File: src/rtl/ff_pkg.sv
// Shared definitions for the universal flip-flop primitives: mode encoding
// and the per-bit next-state / SR-violation rules.
package ff_pkg;

    typedef enum logic [1:0] {
        FF_JK = 2'd0,
        FF_D  = 2'd1,
        FF_T  = 2'd2,
        FF_SR = 2'd3
    } ff_mode_e;

    // Next state of one bit. 'a' is J/D/T/S and 'b' is K/-/-/R.
    // SR with a=b=1 holds; the violation itself is reported separately.
    function automatic logic ff_next(
        input ff_mode_e mode,
        input logic     q,
        input logic     a,
        input logic     b
    );
        logic nxt;
        nxt = q;
        case (mode)
            FF_JK: begin
                case ({a, b})
                    2'b10:   nxt = 1'b1;
                    2'b01:   nxt = 1'b0;
                    2'b11:   nxt = ~q;
                    default: nxt = q;
                endcase
            end
            FF_D:  nxt = a;
            FF_T:  nxt = q ^ a;
            FF_SR: begin
                case ({a, b})
                    2'b10:   nxt = 1'b1;
                    2'b01:   nxt = 1'b0;
                    default: nxt = q;
                endcase
            end
            default: nxt = q;
        endcase
        return nxt;
    endfunction

    function automatic logic ff_sr_violation(
        input ff_mode_e mode,
        input logic     a,
        input logic     b
    );
        return (mode == FF_SR) && a && b;
    endfunction

endpackage

File: src/rtl/univ_ff.sv
// One universal flip-flop bit: q and qn are independent registers so they stay
// skew-matched; next-differs and SR-violation flags go up to the bank.
module univ_ff
    import ff_pkg::*;
#(
    parameter logic RST_VAL = 1'b0
) (
    input  logic     clk,
    input  logic     rst_n,
    input  logic     en,
    input  ff_mode_e mode,
    input  logic     a,
    input  logic     b,
    output logic     q,
    output logic     qn,
    output logic     differs,
    output logic     sr_viol
);

    logic q_next;

    always_comb begin
        q_next = q;
        if (en) begin
            q_next = ff_next(mode, q, a, b);
        end
    end

    assign differs = (q_next != q);
    assign sr_viol = en && ff_sr_violation(mode, a, b);

    always_ff @(posedge clk or negedge rst_n) begin
        if (!rst_n) begin
            q  <= RST_VAL;
            qn <= ~RST_VAL;
        end else begin
            q  <= q_next;
            qn <= ~q_next;
        end
    end

endmodule

File: src/rtl/univ_ff_bank.sv
// Bank of WIDTH universal flip-flops sharing clock, reset, enable and mode,
// with a registered change strobe and a sticky SR-violation flag.
module univ_ff_bank
    import ff_pkg::*;
#(
    parameter int               WIDTH   = 4,
    parameter logic [WIDTH-1:0] RST_VAL = '0
) (
    input  logic             clk,
    input  logic             rst_n,
    input  logic             en,
    input  logic [1:0]       mode,
    input  logic [WIDTH-1:0] a,
    input  logic [WIDTH-1:0] b,
    input  logic             err_clr,
    output logic [WIDTH-1:0] q,
    output logic [WIDTH-1:0] qn,
    output logic             changed,
    output logic             sr_err
);

    ff_mode_e         mode_e;
    logic [WIDTH-1:0] differs;
    logic [WIDTH-1:0] sr_viol;
    logic             any_change;
    logic             any_viol;
    logic             sr_err_next;

    assign mode_e = ff_mode_e'(mode);

    generate
        for (genvar gi = 0; gi < WIDTH; gi++) begin : g_bit
            univ_ff #(
                .RST_VAL (RST_VAL[gi])
            ) u_ff (
                .clk     (clk),
                .rst_n   (rst_n),
                .en      (en),
                .mode    (mode_e),
                .a       (a[gi]),
                .b       (b[gi]),
                .q       (q[gi]),
                .qn      (qn[gi]),
                .differs (differs[gi]),
                .sr_viol (sr_viol[gi])
            );
        end
    endgenerate

    assign any_change = |differs;
    assign any_viol   = |sr_viol;

    // A fresh violation beats a simultaneous clear.
    always_comb begin
        sr_err_next = sr_err;
        if (any_viol) begin
            sr_err_next = 1'b1;
        end else if (err_clr) begin
            sr_err_next = 1'b0;
        end
    end

    always_ff @(posedge clk or negedge rst_n) begin
        if (!rst_n) begin
            changed <= 1'b0;
            sr_err  <= 1'b0;
        end else begin
            changed <= any_change;
            sr_err  <= sr_err_next;
        end
    end

endmodule
File: config.mk
export PLATFORM = sky130hd
export DESIGN_NAME = univ_ff_bank
export DESIGN_NICKNAME = d
export VERILOG_FILES = /design/src/rtl/ff_pkg.sv /design/src/rtl/univ_ff.sv /design/src/rtl/univ_ff_bank.sv
export SDC_FILE = /design/constraint.sdc
export NUM_CORES = 1
export LEC_CHECK = 0
export BUFFER_PORTS_ARGS = -buffer_cell sky130_fd_sc_hd__buf_2
export CORE_MARGIN = 2
export CORE_UTILIZATION = 50
export CTS_CLUSTER_SIZE = 40
export DETAILED_ROUTE_END_ITERATION = 6
export HOLD_SLACK_MARGIN = 0.1
export MAX_ROUTING_LAYER = met4
export PLACE_DENSITY = 0.78
export RECOVER_POWER = 50
export SYNTH_ARGS = -nofsm -noshare
export SYNTH_HDL_FRONTEND = slang
export SYNTH_SLANG_ARGS = --single-unit
File: constraint.sdc
create_clock -name clk -period 1.84 [get_ports clk]
set_input_delay 0.276 -clock clk [delete_from_list [all_inputs] [get_ports clk]]
set_output_delay 0.276 -clock clk [all_outputs]
set_load 0.01 [all_outputs]
Word level (Yosys, flattened, before mapping)
Index checks and enable logic that the tools add are counted.
{ "totals": {"n_memories": 0, "mem_bits_ro": 0, "latchBits": 0, "ff_bits": 10, "input_bits": 14, "wordCells": 75, "ram_bits": 0, "output_inout_bits": 10} }
{ "op_classes": {"mul": 0, "shifts": 0, "order_cmp": 0, "n_eq_ne": 19, "n_mux": 18, "n_div": 0, "add_sub_neg": 0, "n_reduce_logical": 16, "bitwise_logic": 12} }
{ "op_table": {"columns": ["operator", "count"], "rows": [
  ["$eq A2 B2 Y1 const B", 10],
  ["$pmux W1 S4", 4],
  ["$logic_and A1 B1 Y1", 12],
  ["$pmux W1 S3", 4],
  ["$eq A2 B1 Y1 const B", 5],
  ["$not A1 Y1", 8],
  ["$pmux W1 S2", 4],
  ["$reduce_or A4 Y1", 2],
  ["$mux W1", 6],
  ["$ne A1 B1 Y1", 4],
  ["$xor A1 B1 Y1", 4],
  ["$logic_not A2 Y1", 1],
  ["$reduce_bool A2 Y1", 1]
]} }

Depth between registers and ports, before layout
Gate-level depths: netlist of the first run.
{ "depth": {"ltp_word": 6, "ltp_mapped": 7} }

By module
A second synthesis of the first run with hierarchy kept.
{ "hier_totals": {"hier_cells": 86, "area_unflattened_um2": 783.3} }
{ "by_module_without_submodules": {"columns": ["mod", "n_inst", "cells_each", "area_each_um2"], "rows": [
  ["univ_ff", 4, 20, 177.7],
  ["univ_ff_bank", 1, 6, 72.6]
]} }

Worst setup path after synthesis of the first run
OpenSTA, ideal clock, no wires.
{ "synth_path": {"path_kind": "input-to-reg", "startpoint": "input b[1]", "endpoint": "register changed", "path_stages": 7, "required_time_ns": 1.701, "arrival_time_ns": 1.564, "n_path_buf": 0, "setup_slack_ns": 0.137, "cell_sequence": "inv_1 -> ha_1 -> nor2b_1 -> a21oi_1 -> o21ai_0 -> o22ai_1 -> or4_1"} }
{ "synth_via": {"elab_chain_cells": 6, "elab_cells_between_ends": 9, "cone_classes": "4 x eq/ne; 4 x mux; 1 x reduce/logical"} }
{ "synth_rtl": {"columns": ["item", "line_no", "text"], "rows": [
  ["start, declared", "univ_ff_bank.sv:14", "input logic [WIDTH-1:0] b,"],
  ["$eq A2 B2 Y1, or another cell as far along", "ff_pkg.sv:24", "case ({a, b})"],
  ["$pmux W1 S3 or $pmux W1 S2 (tied branches)", "ff_pkg.sv:24, ff_pkg.sv:34", null],
  ["$pmux W1 S4 (*)", "ff_pkg.sv:22", "case (mode)"],
  ["$mux W1 (*)", "univ_ff.sv:24", "if (en) begin"],
  ["$ne A1 B1 Y1 (*)", "univ_ff.sv:29", "assign differs = (q_next != q);"],
  ["$reduce_or A4 Y1 (*)", "univ_ff_bank.sv:50", "assign any_change = |differs;"],
  ["net any_change", "univ_ff_bank.sv:25", "logic any_change;"],
  ["end signal, assigned", "univ_ff_bank.sv:68", "changed <= any_change;"],
  ["end, declared", "univ_ff_bank.sv:18", "output logic changed,"]
]} }
Mark *: on every way through the listed nets, which the timed path passes. The rest lies on a longest branch.
A chain may end at the register's enable or synchronous reset.

Worst setup path after layout of the first run
{ "layout_path": {"startpoint": "register g_bit[3].u_ff.q", "endpoint": "register changed"} }
{ "layout_via": {"elab_chain_cells": 6, "elab_cells_between_ends": 8, "cone_classes": "1 x eq/ne; 4 x mux; 2 x bitwise; 1 x reduce/logical"} }
{ "layout_rtl": {"columns": ["item", "line_no", "text"], "rows": [
  ["start, declared", "univ_ff.sv:14", "output logic q,"],
  ["start signal, assigned", "univ_ff.sv:37", "q <= q_next;"],
  ["$not A1 Y1", "ff_pkg.sv:27", "2'b11: nxt = ~q;"],
  ["$pmux W1 S3", "ff_pkg.sv:24", null],
  ["$pmux W1 S4", "ff_pkg.sv:22", null],
  ["$mux W1", "univ_ff.sv:24", null],
  ["$ne A1 B1 Y1 (*)", "univ_ff.sv:29", null],
  ["$reduce_or A4 Y1 (*)", "univ_ff_bank.sv:50", null],
  ["net any_change", "univ_ff_bank.sv:25", null]
]} }
Marks and branches as above.

==> results.yml, run 1 <==
logic_synthesis:
  synthXorXnorAreaFrac: 0
  synth_compound_gate_area_share: 0.2188
  synth_fp_nets: 110
  seq_area_frac_synth: 0.3143
  synth-seq-cells: 10
  synthMuxAreaShare: 0.08783
  synth.avg_cell_area_um2: 8.826
  syn_area_um2: 812.0
  synth_top_family_by_area: "compound AO/OA/AOI/OAI gates"
  synthAdderAreaFrac: 0.06163
  synthSimpleGateAreaFrac: 0.1649
  syn_inst: 92
  synth.distinct_cells: 34
  synth_warnings: 0
global_routing:
  grt_max_degree: 16
  antenna_found_initial: 0
  grt_pass1_wl_um: 2421
  grt_use_total: 0.1722
  grt_pass1_vias: 633
  gr-total-overflow: 0
place:
  dp_hpwl_um: 1229
  io_buffers: 23
  placed_area_um2: 917.1
  globalplace.congestion: 0.8309
  dp_worst_setup_slack_ns: -0.05100
floorplanning:
  ioPinCount: 24
  die_h_um: 44.30
  std_cell_rows: 14
  start_util: 0.5390
  dieArea_um2: 1962
  die_w_um: 44.30
  core_um2: 1506
timing:
  tns_ns: 0
  post-route-period-util: 0.9042
  worst_slew_pin_slew_ns: 0.4956
  skew_ns: 0.001578
  min_period_ns: 1.664
  fmax_mhz: 601.0
  whs_ns: 0.2249
  maxSlewHeadroom: 0.6696
  rsz0062_at_grt: "false"
  setup_slack_ns: 0.1762
  finalSetupViolCount: 0
  finalHoldViolations: 0
  slew_violations: 0
outcome:
  outcome: "finished, final reports clean"
detailed_routing:
  first_iter_violations: 12
  dr_total_vias: 720
  viasPerCell: 5.455
  routed_wl_um: 1473
  drcViolationCount: 0
  routedWlPerCell_um: 11.16
  drt_pass1_iterations: 4
  route.antenna.remaining_nets: 0
worst_setup_path:
  critPathMaxFanout: 7
  startpoint_type: "register"
  required_ns: 1.97
  cp.arrival_ns: 1.79
  max_stage_delay_ns: 0.46
  crit_slowest_cell: "or4_1"
  path_cells: "or2_1 > a21oi_1 > a311oi_2 > mux2i_1 > or4_1"
  endpoint_kind: "register"
  worstSetupPathType: "reg -> reg"
layout:
  fin_nets: 135
  fill_cells: 146
  areaGrowthSynthToFinish_pct: 17.41
  post-route-cell-area_um2: 953.4
  diodes: 0
  drive_above_1_share: 0.3190
  utilization: 0.6329
cts:
  cts.path.max_buffers: 2
  postCtsSetupBuffers: 0
  insertion_delay_ns: 0.26
  numCtsBuffers: 3
  cts_tree: "yes"
  cts.htree.levels: 1
  clkTransAtPathRegs_ns: 0.06
  cts-root-buf: "clkbuf_4"
  clock-sinks: 10
worst_hold_path:
  hold_path_class: "in -> reg"
flow_run:
  drv_cap: 0
power_and_ir_drop:
  combPwrFrac: 0.335
  p_per_area_nw_per_um2: 763.0
  p_int_w: 0.0005071
  p_leak_nw: 0.4643
  clkPwrFrac: 0.256
  ir_worst_vdd_mv: 0.6929
  pwr-share-seq: 0.409
  netSwitchingFraction: 0.3029
  switchingPower_w: 0.0002204
==> cells in the final DEF (no fill, tap or decap), drive strengths merged, types with 2 or more instances in the layout <==
| master | n |
|---|---|
| a21oi | 4 |
| buf | 24 |
| clkbuf | 10 |
| dfrtp | 6 |
| dfstp | 4 |
| ha | 4 |
| inv | 11 |
| mux2i | 6 |
| nand2 | 5 |
| nand2b | 5 |
| nand3 | 2 |
| nor2 | 3 |
| nor2b | 4 |
| nor3 | 2 |
| o211ai | 3 |
| o21a | 2 |
| o21ai | 4 |
| o22ai | 3 |
| or2 | 2 |
==> kinds of logic (layout without fill, tap and decap cells) <==
family	after synthesis	count (layout)
flip-flops	10	10
buffers and inverters	22	46
adder cells (fa/ha/maj)	4	4
AND/OR/NAND/NOR	25	25
multiplexers	7	7
AO/OA/AOI/OAI	24	24
==> routing by layer <==
metal	vias to the layer above	global-route usage	wire, um
met4	0	0	0
met2	19	0.3118	729
met1	332	0.1856	664
li1	369	-	-
met5	-	-	0
met3	0	0.07347	80
==> metrics by stage <==
| stage | total power [W] | std cells |
|---|---|---|
| finish | 0.0007275 | 132 |
| global route | 0.0007841 | 132 |
| CTS | 0.0007434 | 132 |
| detailed placement | 0.0005522 | 127 |
| global placement | 0.0005457 | 127 |
| floorplan | 0.0004959 | 92 |
==> state kept, by name, indices dropped and copies added (netlist names) <==
signal	cells
g_bit.u_ff.q	4
g_bit.u_ff.qn	4
changed	1
sr_err	1
==> area by class of cell <==
| cell class | count | area, um2 | area share |
|---|---|---|---|
| sequential | 10 | 255.2 | 0.2677 |
| clock buffer | 4 | 36.28 | 0.03806 |
| timing repair buffer | 31 | 167.7 | 0.1759 |
| multi-input combinational | 60 | 432.9 | 0.4541 |
| tap | 16 | 20.02 | 0.02100 |
| inverter | 11 | 41.29 | 0.04331 |
==> power groups by stage <==
stage	logic (W)	registers (W)	clock network [W]
final	0.000244	0.000298	0.000186
after global routing	0.000272	0.000302	0.000210
after CTS	0.000253	0.000298	0.000193
after detailed placement	0.000250	0.000302	0
after global placement	0.000244	0.000301	0
after floorplan	0.000195	0.000301	0
==> worst paths after layout <==
kind                                         endpoint                 startpoint  slack (ns)  depth (start not counted)
min reg2reg                 g_bit[0].u_ff.q$_DFF_PN0_  g_bit[0].u_ff.q$_DFF_PN0_        0.55                          1
max in group asynchronous  g_bit[2].u_ff.qn$_DFF_PN1_                      rst_n        1.00                          2
min                                sr_err$_DFFE_PN0P_                    err_clr        0.22                          2
min in group asynchronous   g_bit[3].u_ff.q$_DFF_PN0_                      rst_n        0.49                          2
max reg2reg                         changed$_DFF_PN0_  g_bit[3].u_ff.q$_DFF_PN0_        0.18                          5
max                                 changed$_DFF_PN0_  g_bit[3].u_ff.q$_DFF_PN0_        0.18                          5
==> synthesized netlist by cell type (all sizes together) <==
library cell,count,share of area
a21oi,4,0.025
a221oi,1,0.011
a22o,1,0.011
a311oi,1,0.018
a31oi,1,0.0077
buf,10,0.097
clkbuf,1,0.0046
dfrtp,6,0.18
dfstp,4,0.13
ha,4,0.062
inv,11,0.051
mux2,1,0.014
mux2i,6,0.074
nand2,5,0.023
nand2b,5,0.039
nand3,2,0.012
nand3b,1,0.0092
nor2,3,0.014
nor2b,4,0.031
nor3,2,0.012
o2111ai,1,0.011
o211ai,3,0.034
o21a,2,0.018
o21ai,4,0.025
o221a,1,0.014
o22ai,3,0.023
o2bb2ai,1,0.011
o32ai,1,0.011
or2,2,0.015
or4,1,0.0092
==> repair_timing <==
action | in CTS | in global routing
resized for setup | 0 | 0
hold buffers | 1 | 0
endpoints found under the setup margin | 0 | 0
endpoints found under the hold margin | 10 | 0
==> critical path, delay by kind of cell (launching register included) <==
kind             cells  cell delay [ns]
AND/OR/NAND/NOR      2             0.70
flip-flops           1             0.44
AO/OA/AOI/OAI        2             0.26
multiplexers         1             0.15
(Power assumes the default switching activity.)
==> inputs of run 2 (changes only) <==
Settings changed: REMOVE_ABC_BUFFERS set to 1.
==> run 2 against run 1 <==
Against the previous run: non-clock buffer count stayed put; highest routed layer is now met4; largest cell class unchanged; setup slack worse by 0.0052 ns; largest power group unchanged; flip-flop and latch count stayed put; sequential share of layout area hardly changed; final area is 0.13% higher; register-to-register slack hardly changed.
==> results.yml, run 2 (synthesis results as in run 1) <==
cts:
  insertion_delay_ns: 0.27
  postCtsSetupBuffers: 0
  numCtsBuffers: 3
  clkTransAtPathRegs_ns: 0.07
  cts_tree: "yes"
  cts.path.max_buffers: 2
  clock-sinks: 10
  post_cts_resized: 0
  cts-root-buf: "clkbuf_4"
  cts.htree.levels: 1
floorplanning:
  die_w_um: 44.30
  core_um2: 1506
  dieArea_um2: 1962
  ioPinCount: 24
  die_h_um: 44.30
  std_cell_rows: 14
  start_util: 0.5390
outcome:
  outcome: "finished, final reports clean"
worst_setup_path:
  endpoint_kind: "register"
  worstSetupPathType: "reg -> reg"
  r2r_cells: 5
  r2r_end: "changed$_DFF_PN0_"
  cp.arrival_ns: 1.81
  required_ns: 1.99
  critPathMaxFanout: 6
  rrSetupSlack_ns: 0.17
  r2r-start: "g_bit[1].u_ff.q$_DFF_PN0_"
  startpoint_type: "register"
timing:
  rsz0062_at_grt: "false"
  fmax_mhz: 599.2
  slew_violations: 0
  skew_ns: 0.0003761
  post-route-period-util: 0.9071
  maxSlewHeadroom: 0.6503
  worst_slew_pin_slew_ns: 0.5245
  min_period_ns: 1.669
  finalSetupViolCount: 0
  finalHoldViolations: 0
detailed_routing:
  dr_total_vias: 728
  viasPerCell: 5.515
  drt_pass1_iterations: 5
  routed_wl_um: 1589
  drcViolationCount: 0
  first_iter_violations: 18
  routedWlPerCell_um: 12.04
  route.antenna.remaining_nets: 0
layout:
  fin_nets: 135
  final_cells: 132
  reg_top3: "g_bit.u_ff.q: 4 flops, g_bit.u_ff.qn: 4 flops"
  post-route-cell-area_um2: 954.7
  drive_above_1_share: 0.3276
  layout_commonest_cell: "buf_2"
  mostFrequentLayoutCells: "buf_2, inv_1, mux2i_1, dfrtp_1, buf_4"
  fill_cells: 136
  areaGrowthSynthToFinish_pct: 17.57
  diodes: 0
global_routing:
  grt_max_degree: 16
  grt_pass1_wl_um: 2670
  gr-total-overflow: 0
  antenna_found_initial: 0
  grt_pass1_vias: 672
  grt_use_total: 0.1930
place:
  placed_cells: 127
  io_buffers: 23
  placed_area_um2: 917.1
  globalplace.congestion: 0.7784
  dp_hpwl_um: 1223
worst_hold_path:
  hold_path_startpoint: "err_clr"
  hold_path_class: "in -> reg"
  min_to: "sr_err$_DFFE_PN0P_"
  hold_depth: 2
power_and_ir_drop:
  p_total_w: 0.0007471
  p_leak_nw: 0.4674
  p_per_area_nw_per_um2: 782.6
  ir_worst_vdd_mv: 0.6130
flow_run:
  drv_cap: 0
==> run 2: per-stage QoR <==
step	hold slack (ns)	util	setup TNS (ns)	worst slack (ns)
after floorplan	-0.01959	-	0	0.1340
after global placement	0.1401	0.6088	-0.02767	-0.02767
after detailed placement	0.1412	0.6088	-0.05393	-0.05393
after CTS	0.1846	0.6395	0	0.1587
after global routing	0.1860	0.6337	0	0.03623
final	0.1912	0.6337	0	0.1710
==> run 2: worst max path at each step <==
stage                               from           endpoint  slack (ns)  cells past startpoint
2_1_floorplan                       b[1]  changed$_DFF_PN0_        0.13                      7
3_3_place_gp                        a[3]  changed$_DFF_PN0_       -0.03                      6
3_5_place_dp                        a[3]  changed$_DFF_PN0_       -0.05                      6
4_1_cts        g_bit[3].u_ff.q$_DFF_PN0_  changed$_DFF_PN0_        0.16                      5
5_1_grt        g_bit[3].u_ff.q$_DFF_PN0_  changed$_DFF_PN0_        0.04                      5
6_report       g_bit[1].u_ff.q$_DFF_PN0_  changed$_DFF_PN0_        0.17                      5
==> run 2: area by class of cell <==
| class | count | area (um2) | area share |
|---|---|---|---|
| clock buffers | 4 | 36.28 | 0.03801 |
| repair buffers | 31 | 168.9 | 0.1769 |
| well taps | 16 | 20.02 | 0.02097 |
| inverters | 11 | 41.29 | 0.04325 |
| multi-input cells | 60 | 432.9 | 0.4535 |
| flip-flops and latches | 10 | 255.2 | 0.2674 |
==> run 2: timing repair <==
action	CTS	global route
endpoints found under the setup margin	0	0
hold endpoints to repair	10	0
hold buffers	1	0
==> run 2: metal layers <==
| layer | GRT usage | wire length (um) |
|---|---|---|
| met5 | - | 0 |
| met4 | 0.09091 | 49 |
| met3 | 0.04898 | 52 |
| met2 | 0.3176 | 806 |
| met1 | 0.2179 | 680 |
==> run 2: worst max-delay path, cell delays in order, from the launching register on <==
cell and delay [ns]:
dfrtp_1 0.44, nor2b_1 0.16, o2111ai_1 0.20, o21ai_0 0.12
o2bb2ai_1 0.13, or4_1 0.51
==> run 2: power breakdown <==
part | switching [W] | internal, W | total (W) | leakage, nW
clock | 0.0000809 | 0.000120 | 0.000201 | 0.0210
combinational | 0.000128 | 0.000118 | 0.000245 | 0.334
sequential | 0.0000298 | 0.000271 | 0.000300 | 0.112
